$ cat src/rtl/tdm_pkg.sv
// Shared constants and types for the 6-channel TDM receive path.
package tdm_pkg;

  localparam int TDM_NUM_CH = 6;
  localparam int TDM_SEL_W  = 3;

  typedef logic [TDM_SEL_W-1:0]  tdm_sel_t;
  typedef logic [TDM_NUM_CH-1:0] tdm_word_t;

endpackage

$ cat src/rtl/tdm_slot_counter.sv
// Modulo-N slot counter; a sync forces the count to 1 because the sync cycle itself is slot 0.
module tdm_slot_counter
  import tdm_pkg::*;
#(
  parameter int N     = TDM_NUM_CH,
  parameter int SEL_W = TDM_SEL_W
) (
  input  logic             clk,
  input  logic             rst,
  input  logic             en,
  input  logic             load1,
  output logic [SEL_W-1:0] S,
  output logic             last
);

  localparam logic [SEL_W-1:0] LAST_S = SEL_W'(N - 1);
  localparam logic [SEL_W-1:0] ZERO_S = {SEL_W{1'b0}};
  localparam logic [SEL_W-1:0] ONE_S  = {{(SEL_W-1){1'b0}}, 1'b1};

  logic [SEL_W-1:0] r_s;

  // Slot register: reset > sync reload > wrap at N-1 > increment > hold.
  always_ff @(posedge clk) begin
    if (rst) begin
      r_s <= ZERO_S;
    end else if (en && load1) begin
      r_s <= ONE_S;
    end else if (en && (r_s == LAST_S)) begin
      r_s <= ZERO_S;
    end else if (en) begin
      r_s <= r_s + ONE_S;
    end else begin
      r_s <= r_s;
    end
  end

  assign S    = r_s;
  assign last = (r_s == LAST_S);

endmodule

$ cat src/rtl/tdm_demux_6ch.sv
// TDM receiver: rebuilds an N-bit parallel word from one serial bit per enabled slot
// and drives the slot select back to the sending mux.
module tdm_demux_6ch
  import tdm_pkg::*;
#(
  parameter int N     = TDM_NUM_CH,
  parameter int SEL_W = TDM_SEL_W
) (
  input  logic             clk,
  input  logic             rst,
  input  logic             en,
  input  logic             din,
  input  logic             sync,
  output logic [SEL_W-1:0] S,
  output logic [N-1:0]     Q,
  output logic             frame_valid,
  output logic             sync_err
);

  localparam logic [SEL_W-1:0] ZERO_S = {SEL_W{1'b0}};

  logic [SEL_W-1:0] w_s;
  logic             w_last;
  logic [N-1:0]     w_sh_next;
  logic [N-1:0]     r_sh;
  logic [N-1:0]     r_q;
  logic             r_frame_valid;
  logic             r_sync_err;

  tdm_slot_counter #(
    .N     (N),
    .SEL_W (SEL_W)
  ) u_slot_counter (
    .clk   (clk),
    .rst   (rst),
    .en    (en),
    .load1 (sync),
    .S     (w_s),
    .last  (w_last)
  );

  // Shadow word with the current slot's bit replaced by din.
  always_comb begin
    w_sh_next = r_sh;
    for (int k = 0; k < N; k++) begin
      if (w_s == SEL_W'(k)) begin
        w_sh_next[k] = din;
      end else begin
        w_sh_next[k] = r_sh[k];
      end
    end
  end

  // Shadow, output word and pulse flags; a sync always wins over frame completion.
  always_ff @(posedge clk) begin
    if (rst) begin
      r_sh          <= {N{1'b0}};
      r_q           <= {N{1'b0}};
      r_frame_valid <= 1'b0;
      r_sync_err    <= 1'b0;
    end else if (!en) begin
      r_frame_valid <= 1'b0;
      r_sync_err    <= 1'b0;
    end else if (sync) begin
      r_sh          <= {{(N-1){1'b0}}, din};
      r_frame_valid <= 1'b0;
      r_sync_err    <= (w_s != ZERO_S);
    end else if (w_last) begin
      r_q           <= {din, r_sh[N-2:0]};
      r_sh          <= {N{1'b0}};
      r_frame_valid <= 1'b1;
      r_sync_err    <= 1'b0;
    end else begin
      r_sh          <= w_sh_next;
      r_frame_valid <= 1'b0;
      r_sync_err    <= 1'b0;
    end
  end

  assign S           = w_s;
  assign Q           = r_q;
  assign frame_valid = r_frame_valid;
  assign sync_err    = r_sync_err;

endmodule

$ cat config.mk
export PLATFORM = sky130hd
export DESIGN_NAME = tdm_demux_6ch
export DESIGN_NICKNAME = d
export VERILOG_FILES = /design/src/rtl/tdm_pkg.sv /design/src/rtl/tdm_slot_counter.sv /design/src/rtl/tdm_demux_6ch.sv
export SDC_FILE = /design/constraint.sdc
export NUM_CORES = 1
export LEC_CHECK = 0
export ABC_AREA = 1
export CAP_MARGIN = 20
export CORE_MARGIN = 5
export CORE_UTILIZATION = 51
export CTS_CLUSTER_DIAMETER = 50
export DETAILED_ROUTE_END_ITERATION = 10
export HOLD_SLACK_MARGIN = 0.05
export PLACE_DENSITY = 0.8
export SLEW_MARGIN = 20
export SYNTH_ARGS = -nofsm -noshare
export SYNTH_HDL_FRONTEND = slang
export SYNTH_HIERARCHICAL = 1
export SYNTH_SLANG_ARGS = --single-unit
$ cat constraint.sdc
create_clock -name clk -period 3.11 [get_ports clk]
set_clock_uncertainty 0.1 [all_clocks]
set_input_delay 0.311 -clock clk [delete_from_list [all_inputs] [get_ports clk]]
set_output_delay 0.311 -clock clk [all_outputs]
set_load 0.03 [all_outputs]
After elaboration in Yosys (flattened, before gate mapping)
Index checks and enable logic that the tools add are counted.
Widths: inputs -> output; s select.

storage, ports and cells
  word-level logic and storage cells = 48
  RAM bits = 0
  output and inout port bits = 11
  memories kept = 0
  bits in read-only memories = 0
  latch bits = 0
  register bits = 16

operators by class
  divide/modulo/power cells = 0
  shifts and indexed selects = 0
  multiplexer cells = 11
  $mul = 0
  reductions and logical operators = 19
  $add $sub $neg = 1
  magnitude comparators = 0
  bitwise logic cells = 2
  equality and inequality tests = 5

operators by type and width
  operator             number
  $reduce_bool 3->1    7
  $mux 5               2
  $reduce_and 2->1     5
  $mux 1               9
  $reduce_or 3->1      3
  $eq 3x2->1 const B   2
  $eq 3x3->1 const B   2
  $add 3x1->3 const B  1
  $eq 3x1->1 const B   1
  $logic_not 3->1      1
  $reduce_and 3->1     1
  $logic_and 1x1->1    2
  $not 1->1            2

Depth between registers and ports, before layout
Gate-level depths: netlist (run 1).

  word-level depth = 4
  depth in mapped cells = 9
  mapped depth without buffers = 9

Hierarchy
Netlist (run 1), hierarchy kept.

modules (own cells, without submodules)
  module            times used  cells an instance  seq. area each (um^2)  area each (um^2)
  tdm_demux_6ch     1           78                 260.2                  553.0
  tdm_slot_counter  1           29                 60.1                   182.7

Least setup slack after synthesis (run 1)
No wires, ideal clock.

  path type = register to register
  from = reg u_slot_counter.r_s[0] (netlist: u_slot_counter/S[0])
  to = reg r_q[2] (netlist: Q[2])
  data required time = 2.894 ns
  stages on the path, launching flop included = 9
  path slack = 1.449 ns
  data arrival time = 1.445 ns
  cells stage by stage = dfxtp_1 ha_1 nand2_1 inv_1 nand2_2 nor2_4 inv_2 nor2_1 nor2_1

on the way
  word-level cells in the longest chain between the ends = 2

ends and longest elaborated chain
  element                            line                    RTL
  start: declaration                 tdm_slot_counter.sv:20  logic [SEL_W-1:0] r_s;
  start signal: assignment           tdm_slot_counter.sv:31  r_s <= r_s + ONE_S;
  start signal: assignment           tdm_slot_counter.sv:33  r_s <= r_s;
  $eq 3x3->1                         tdm_slot_counter.sv:38  assign last = (r_s == LAST_S);
  via w_last                         tdm_demux_6ch.sv:23     logic w_last;
  $reduce_and 3->1 (no source line)  n/a
  end signal: assignment             tdm_demux_6ch.sv:58     r_q <= {N{1'b0}};
  end signal: assignment             tdm_demux_6ch.sv:69     r_q <= {din, r_sh[N-2:0]};
  end: declaration                   tdm_demux_6ch.sv:26     logic [N-1:0] r_q;

The timed path passes the listed nets, and every way through them passes these cells.
A chain may end at the register's enable or synchronous reset.

Final worst setup path (run 1)
  from = reg u_slot_counter.r_s[0] (netlist: u_slot_counter/S[0])
  to = out S[0]

RTL lines
  element           line                 RTL
  end: declaration  tdm_demux_6ch.sv:14  output logic [SEL_W-1:0] S,

No word-level cell between the ends.

==> flow_summary.toml, run 1 <==
[outcome]
run_status = "complete, no violations"

[worst_setup_path]
path_cells = "clkdlybuf4s50_1"
crit_buf_inv = 1
cp_data_arrival_time_ps = 1510
cp_max_fo = 8
path_delay_family = "buffers and inverters"
crit_path_top_delay_cell = "clkdlybuf4s50_1"
endpoint_kind = "primary output"
crit_path_launch_type = "flop"
timing_worst_setup_path_type = "flop to primary output"
critical_path_required_ps = 2700
critical_path.max_stage_delay_ps = 730

[synthesis]
ys_async_sr_fraction = 0
synthTopCellsByArea = "dfxtp_1 (44%), nor2_1 (13%), nand2_1 (11%)"
synth_sequential_area_ratio = 0.435
ys_ff_latch = 16
dominantRegCellSynth = "dfxtp_1"
synth.top_cell.area_share = 0.435
synth_cell_area_sq_um = 736
synth.yosys.warnings = 6
cells_after_synth = 107
syn_nets = 114
synthDominantAreaCellType = "dfxtp_1"
yosys.cell_types.count = 15
synth_most_common_cell = "nor2_1"
synth_area_per_cell_sq_um = 6.88
synth_enable_flop_cells = 0
synthTopCellsByCount = "nor2_1 (25), nand2_1 (21), dfxtp_1 (16), inv_1 (11), nand3_1 (8)"

[timing]
tightestPinTransition_ps = 322
part_of_the_cycle_the_worst_path_needs = 0.617
number_of_setup_violations_in_the_final_report = 0
maxClockFrequency_mhz = 521
final-max-slew-violation-count = 0
rsz0062_at_grt = "no"
finalHoldViolations = 0
timing.slew.headroom = 0.785
shortest_period_the_worst_path_allows_ps = 1920
sum_of_negative_setup_slack_ps = 0

[floorplanning]
design.die.area_sq_mm = 0.00230
rows = 13
chipWidth_um = 48.0
floorplan.core_area_sq_mm = 0.00133
top_level_ports = 16
floorplan.initialDensity = 0.552
y_dimension_of_the_die_um = 48.0

[grt]
number_of_global_route_vias_before_repair = 578
grtUsageTotal = 0.156
grt_pass1_wl_um = 2480
grt_overflow = 0
grt_start_max_net_pins = 20
antenna_found_initial = 0

[drt]
route.detailed.vias_per_inst = 5.00
remaining_drc_errors = 0
detailroute.via_count = 700
first_iter_violations = 8
detail-route-antenna-nets = 0
firstDrtPassIters = 4
post_dr_wirelength_cell_um = 11.0
detail_route.wirelength_um = 1540

[run]
cap_violations = 0

[final_layout]
stdcell_area_sq_um = 938
num-nets-final = 133
area_growth_syn_to_layout_pct = 27.6
antenna_cells_inserted = 0
post_route_cells_drive_above_1_share = 0.0880

[power_and_ir_drop]
p_leak_uw = 0.000432
power-per-cell-area_mw_per_mm2 = 439
ir_worst_vdd_uv = 401

[place]
place.gp.congestion = 0.786
detailed_place_hpwl_um = 1050
place_area_sq_um = 902
numPortBuffers = 15

[clock_tree]
ctsHtreeMaxLevel = 1
clock_latency_ps = 290
post_cts.resized_instances = 0
tritoncts = "done"
clk_root_buffer_cell = "clkbuf_4"
postCtsSetupRepairBufs = 0
cts_inserted_buffers = 3
clk_sink_count = 16
clkSlewWorstSetupHoldPaths_ps = 100
cts_stage_hold_buffer_count = 0
longest_clk_path_bufs = 2

[worst_hold_path]
hold_path_class = "flop to flop"
through the flow:
stage / setup slack, ps / instances / utilization / hold WS, ps / total power [uW]
after floorplan: 1450 / 107 / - / 280 / 256
after global placement: 1430 / 136 / 0.676 / 381 / 276
after detailed placement: 1410 / 136 / 0.676 / 385 / 277
after CTS: 1190 / 140 / 0.704 / 401 / 412
after global routing: 1120 / 140 / 0.704 / 423 / 434
final: 1190 / 140 / 0.704 / 401 / 412
registers in the layout, summed over array words and instances, names as in the netlist:
signal and flops:
r_sh 5, frame_valid 1, sync_err 1, Q 6, u_slot_counter/S 3
final timing paths:
check,startpoint,end,slack (ps),cells past startpoint
max,u_slot_counter/S[0],S[0],1190,1
min,r_sh[2],r_sh[2],400,2
max reg2reg,u_slot_counter/S[0],Q[5],1480,8
min reg2reg,r_sh[2],r_sh[2],400,2
per-layer routing:
layer	share of wire	wire (um)	vias up	GRT usage
met2	0.41	632	21	0.211
met5	0	0	-	0
met1	0.52	803	302	0.223
met4	0.0078	12	0	0.0753
met3	0.060	92	2	0.0451
li1	-	-	375	-
cells in the final DEF (no fill, tap or decap):
cell type        Yosys  layout
nand2_2              2       2
nand3b_1             1       1
nand3_1              8       8
buf_4                0       1
clkbuf_4             0       3
clkdlybuf4s50_1      0      15
nor2_4               2       2
inv_1               11      11
dfxtp_1             16      16
o21ai_1              6       6
a21oi_1              6       6
ha_1                 2       2
nand4_1              1       1
inv_2                2       2
o21ai_0              2       2
nor2_1              25      25
nand2_1             21      21
clkbuf_8             0       1
kinds of logic after synthesis:
family          count (synthesis)  synth area share
flops                          16             0.435
simple gates                   60             0.355
fa+ha+maj                       2            0.0340
compound gates                 14            0.0952
buf+inv                        15            0.0799
final cells by class:
class | instances | area [sq um]
Multi-Input combinational cell | 76 | 357
Clock buffer | 4 | 36.3
Inverter | 13 | 48.8
Sequential cell | 16 | 320
Timing Repair Buffer | 16 | 158
Tap cell | 15 | 18.8
Fill cell | 117 | 395
where the power goes:
part           internal (uW)  switching [uW]
clock network           71.3            67.4
registers                212            7.02
logic                   22.0            32.0
Power figures use the tool's default switching activity.
==> run 2: changes to the inputs <==
- CORE_UTILIZATION: 51 -> 47
- PLACE_DENSITY: 0.8 -> 0.75
- clock period: 3.11 -> 1.9 ns (I/O delays scaled with it)
==> run 2 against run 1 <==
Critical path depth is the same. Die area grew 6.7%. Largest cell class unchanged. Largest power group unchanged. First-iteration DRC count grew to 3.8 times the previous value. Sequential share of layout area shrank 0.32 points. Worst setup slack lost 1100 ps.
==> flow_summary.toml, run 2 (same netlist as run 1, synthesis figures left out) <==
[clock_tree]
tritoncts = "done"
post_cts.resized_instances = 0
longest_clk_path_bufs = 2
cts_stage_hold_buffer_count = 0
postCtsSetupRepairBufs = 0
clock_latency_ps = 290
clk_sink_count = 16
clk_root_buffer_cell = "clkbuf_4"
cts_inserted_buffers = 3
ctsHtreeMaxLevel = 1
clkSlewWorstSetupHoldPaths_ps = 100

[drt]
detailroute.via_count = 695
route.detailed.vias_per_inst = 4.89
first_iter_violations = 30
detail-route-antenna-nets = 0
firstDrtPassIters = 4
remaining_drc_errors = 0
detail_route.wirelength_um = 1620
post_dr_wirelength_cell_um = 11.4

[grt]
number_of_global_route_vias_before_repair = 637
grt_overflow = 0
antenna_found_initial = 0
grt_start_max_net_pins = 13
grtUsageTotal = 0.148
grt_pass1_wl_um = 2810

[floorplanning]
chipWidth_um = 49.6
rows = 14
floorplan.core_area_sq_mm = 0.00149
floorplan.initialDensity = 0.494
y_dimension_of_the_die_um = 49.6
top_level_ports = 16
design.die.area_sq_mm = 0.00246

[final_layout]
area_growth_syn_to_layout_pct = 28.7
antenna_cells_inserted = 0
layout.cells.most_common_list = "nor2_1 (25), nand2_1 (21), dfxtp_1 (16)"
post_route_cells_drive_above_1_share = 0.0952
final_cell_count_no_fill = 142
largest_register_ffs = 6
stdcell_area_sq_um = 947
mostFrequentLayoutCell = "nor2_1"
num-nets-final = 134
n_fill_cell = 135

[worst_setup_path]
crit_buf_inv = 1
crit_path_launch_type = "flop"
endpoint_kind = "primary output"
cp_data_arrival_time_ps = 1500
path_cells = "clkdlybuf4s50_1"
timing_worst_setup_path_type = "flop to primary output"
path_delay_family = "buffers and inverters"
critical_path.max_stage_delay_ps = 740
cp_max_fo = 8
critical_path_required_ps = 1610
crit_path_top_delay_cell = "clkdlybuf4s50_1"

[power_and_ir_drop]
power_frac_seq = 0.528
power.share.clock = 0.338
power-per-cell-area_mw_per_mm2 = 715
internal_power_uw = 501
power_switching_uw = 176
comb_power_share = 0.134
ir_worst_vdd_uv = 403
switching_share_of_power = 0.260
p_leak_uw = 0.000436

[run]
cap_violations = 0

[timing]
timing.hold.ws_ps = 402
shortest_period_the_worst_path_allows_ps = 1790
maxClockFrequency_mhz = 557
tightestPinTransition_ps = 343
part_of_the_cycle_the_worst_path_needs = 0.944
number_of_setup_violations_in_the_final_report = 0
rsz0062_at_grt = "no"
timing.slew.headroom = 0.771
sum_of_negative_setup_slack_ps = 0
finalHoldViolations = 0
final-max-slew-violation-count = 0

[outcome]
run_status = "complete, no violations"

[place]
placed_cells_incl_taps = 138
place_area_sq_um = 911
place.gp.congestion = 0.763
detailed_place_hpwl_um = 1150
numPortBuffers = 15

[worst_hold_path]
hold_path_class = "flop to flop"
run 2: changes by cell type in the layout (fill, tap and decap cells not counted):
cell,change
buf_4,+1
run 2: final cells by class:
cell class              instances  area [sq um]  area share
flip-flops and latches         16           320       0.338
multi-input cells              76           357       0.376
inverters                      13          48.8      0.0515
clock buffers                   4          36.3      0.0383
well taps                      16          20.0      0.0211
repair buffers                 17           165       0.174
run 2: worst paths after layout:
kind                            cells past startpoint    to  slack, ps                start
worst max-delay path                                1  S[0]        110  u_slot_counter/S[0]
worst min-delay path                                2  Q[0]        400              r_sh[0]
worst max register to register                      8  Q[2]        250  u_slot_counter/S[0]
worst min register to register                      2  Q[0]        400              r_sh[0]
run 2: power by group through the flow:
stage | Sequential [uW] | Combinational [uW] | Clock (uW)
global placement | 365 | 88.7 | 0
CTS | 358 | 91.0 | 234
detailed placement | 365 | 89.6 | 0
finish | 358 | 90.9 | 229
global route | 360 | 103 | 253
floorplan | 371 | 48.9 | 0
run 2: metrics by stage:
stage               setup slack, ps  total power [uW]  utilization
finish                          106               677        0.636
global route                   24.6               716        0.636
CTS                            92.6               682        0.636
detailed placement              259               455        0.612
global placement                293               454        0.612
floorplan                       239               420            -
run 2: routing by layer:
| metal | global-route usage | vias up | wire, um |
|---|---|---|---|
| met5 | 0 | - | 0 |
| met2 | 0.227 | 16 | 766 |
| met1 | 0.192 | 305 | 765 |
| li1 | - | 370 | - |
| met4 | 0.0699 | 0 | 21 |
| met3 | 0.0361 | 4 | 66 |
==> run 3: changes to the inputs <==
- GPL_TIMING_DRIVEN: unset -> 0
- PLACE_DENSITY: 0.75 -> 0.78
==> run 3 against run 2 <==
Worst setup slack gained 8.7 ps. Maximum frequency grew 0.49%. Clock power is essentially flat. Flip-flop and latch count is the same. Global-route usage grew 0.61 points. Count of clock-buffer cells in the layout is the same. Sequential power is essentially flat. Routed wire length grew 2.1%. Die area is the same. Hold slack lost 7.0 ps. Via count grew 3.2%. Critical path type unchanged. Highest routed layer unchanged.
==> flow_summary.toml, run 3 (same netlist as run 1, synthesis figures left out) <==
[worst_setup_path]
path_delay_family = "buffers and inverters"
critical_path.max_stage_delay_ps = 730
path_cells = "clkdlybuf4s50_1"
startpoint_of_the_worst_slack_reg_to_reg_timing_path = "u_slot_counter/S[0]"
cp_data_arrival_time_ps = 1500
crit_path_top_delay_cell = "clkdlybuf4s50_1"
critical_path_required_ps = 1610
cp_max_fo = 8
crit_path_launch_type = "flop"
crit_buf_inv = 1
endpoint_kind = "primary output"
timing_worst_setup_path_type = "flop to primary output"
critPathLaunch = "u_slot_counter/S[1]"

[floorplanning]
rows = 14
top_level_ports = 16
floorplan.initialDensity = 0.494
floorplan.core_area_sq_mm = 0.00149
design.die.area_sq_mm = 0.00246
y_dimension_of_the_die_um = 49.6
chipWidth_um = 49.6

[clock_tree]
longest_clk_path_bufs = 2
post_cts.resized_instances = 0
cts_inserted_buffers = 3
ctsHtreeMaxLevel = 1
postCtsSetupRepairBufs = 0
clkSlewWorstSetupHoldPaths_ps = 100
tritoncts = "done"
cts_stage_hold_buffer_count = 0
clock_latency_ps = 290
clk_root_buffer_cell = "clkbuf_4"
clk_sink_count = 16

[power_and_ir_drop]
report.power.total_uw = 674
power_switching_uw = 174
internal_power_uw = 500
switching_share_of_power = 0.258
comb_power_share = 0.132
power_frac_seq = 0.531
ir_worst_vdd_uv = 722
power.share.clock = 0.337
p_leak_uw = 0.000435
power-per-cell-area_mw_per_mm2 = 715

[grt]
grt_overflow = 0
grt.met3_usage = 0.0753
global_route.usage.met1 = 0.186
grt_start_max_net_pins = 11
number_of_global_route_vias_before_repair = 692
top_usage_layer = "met2"
global_route.usage.met2 = 0.235
grt_pass1_wl_um = 2980
grtUsageTotal = 0.154
antenna_found_initial = 0

[final_layout]
post_route_cells_drive_above_1_share = 0.0952
area_growth_syn_to_layout_pct = 28.1
largest_register_ffs = 6
antenna_cells_inserted = 0
num-nets-final = 134
layout.cells.most_common_list = "nor2_1 (25), nand2_1 (21), dfxtp_1 (16)"
mostFrequentLayoutCell = "nor2_1"
final_cell_count_no_fill = 142

[drt]
firstDrtPassIters = 4
detail_route.wirelength_um = 1650
route.detailed.vias_per_inst = 5.05
detailroute.via_count = 717
remaining_drc_errors = 0
detail-route-antenna-nets = 0
post_dr_wirelength_cell_um = 11.6
first_iter_violations = 10

[timing]
part_of_the_cycle_the_worst_path_needs = 0.940
sum_of_negative_setup_slack_ps = 0
rsz0062_at_grt = "no"
final-max-slew-violation-count = 0
shortest_period_the_worst_path_allows_ps = 1790
tightestPinTransition_ps = 376
maxClockFrequency_mhz = 560
number_of_setup_violations_in_the_final_report = 0
timing.slew.headroom = 0.748
timing.hold.ws_ps = 395
finalHoldViolations = 0

[place]
place.gp.congestion = 0.784
placed_cells_incl_taps = 138
numPortBuffers = 15
detailed_place_hpwl_um = 1190

[run]
cap_violations = 0

[worst_hold_path]
hp-start = "r_sh[3]"
hold_path_class = "flop to flop"

[outcome]
run_status = "complete, no violations"
run 3: cell counts in the layout (fill, tap and decap cells not counted):
No cell type changed its count.
run 3: per-stage QoR:
stage	worst slack (ps)	util	area (sq um)
2_1_floorplan	239	-	736
3_3_place_gp	228	0.608	906
3_5_place_dp	188	0.608	906
4_1_cts	100	0.633	942
5_1_grt	10.4	0.633	942
6_report	114	0.633	942
run 3: layout make-up:
class / count / area, sq um
fill: 129 / 547
multi-input combinational: 76 / 357
sequential: 16 / 320
timing repair buffer: 15 / 150
inverter: 13 / 48.8
clock buffer: 4 / 36.3
tap: 16 / 20.0
buffer: 2 / 10.0
run 3: power by group through the flow:
stage	clock, uW	sequential (uW)	combinational [uW]
3_3_place_gp	0	365	85.5
4_1_cts	232	358	88.6
3_5_place_dp	0	366	87.9
2_1_floorplan	0	371	48.9
5_1_grt	247	361	102
6_report	227	358	88.8
run 3: worst paths after layout:
path | to | slack [ps] | cells after the start
max | S[1] | 110 | 1
min | r_sh[3] | 400 | 2
max reg2reg | Q[1] | 190 | 8
min reg2reg | r_sh[3] | 400 | 2
run 3: routing by layer:
metal / vias up / wire length, um
met5: - / 0
met3: 4 / 121
met4: 0 / 34
li1: 376 / -
met2: 19 / 742
met1: 318 / 755
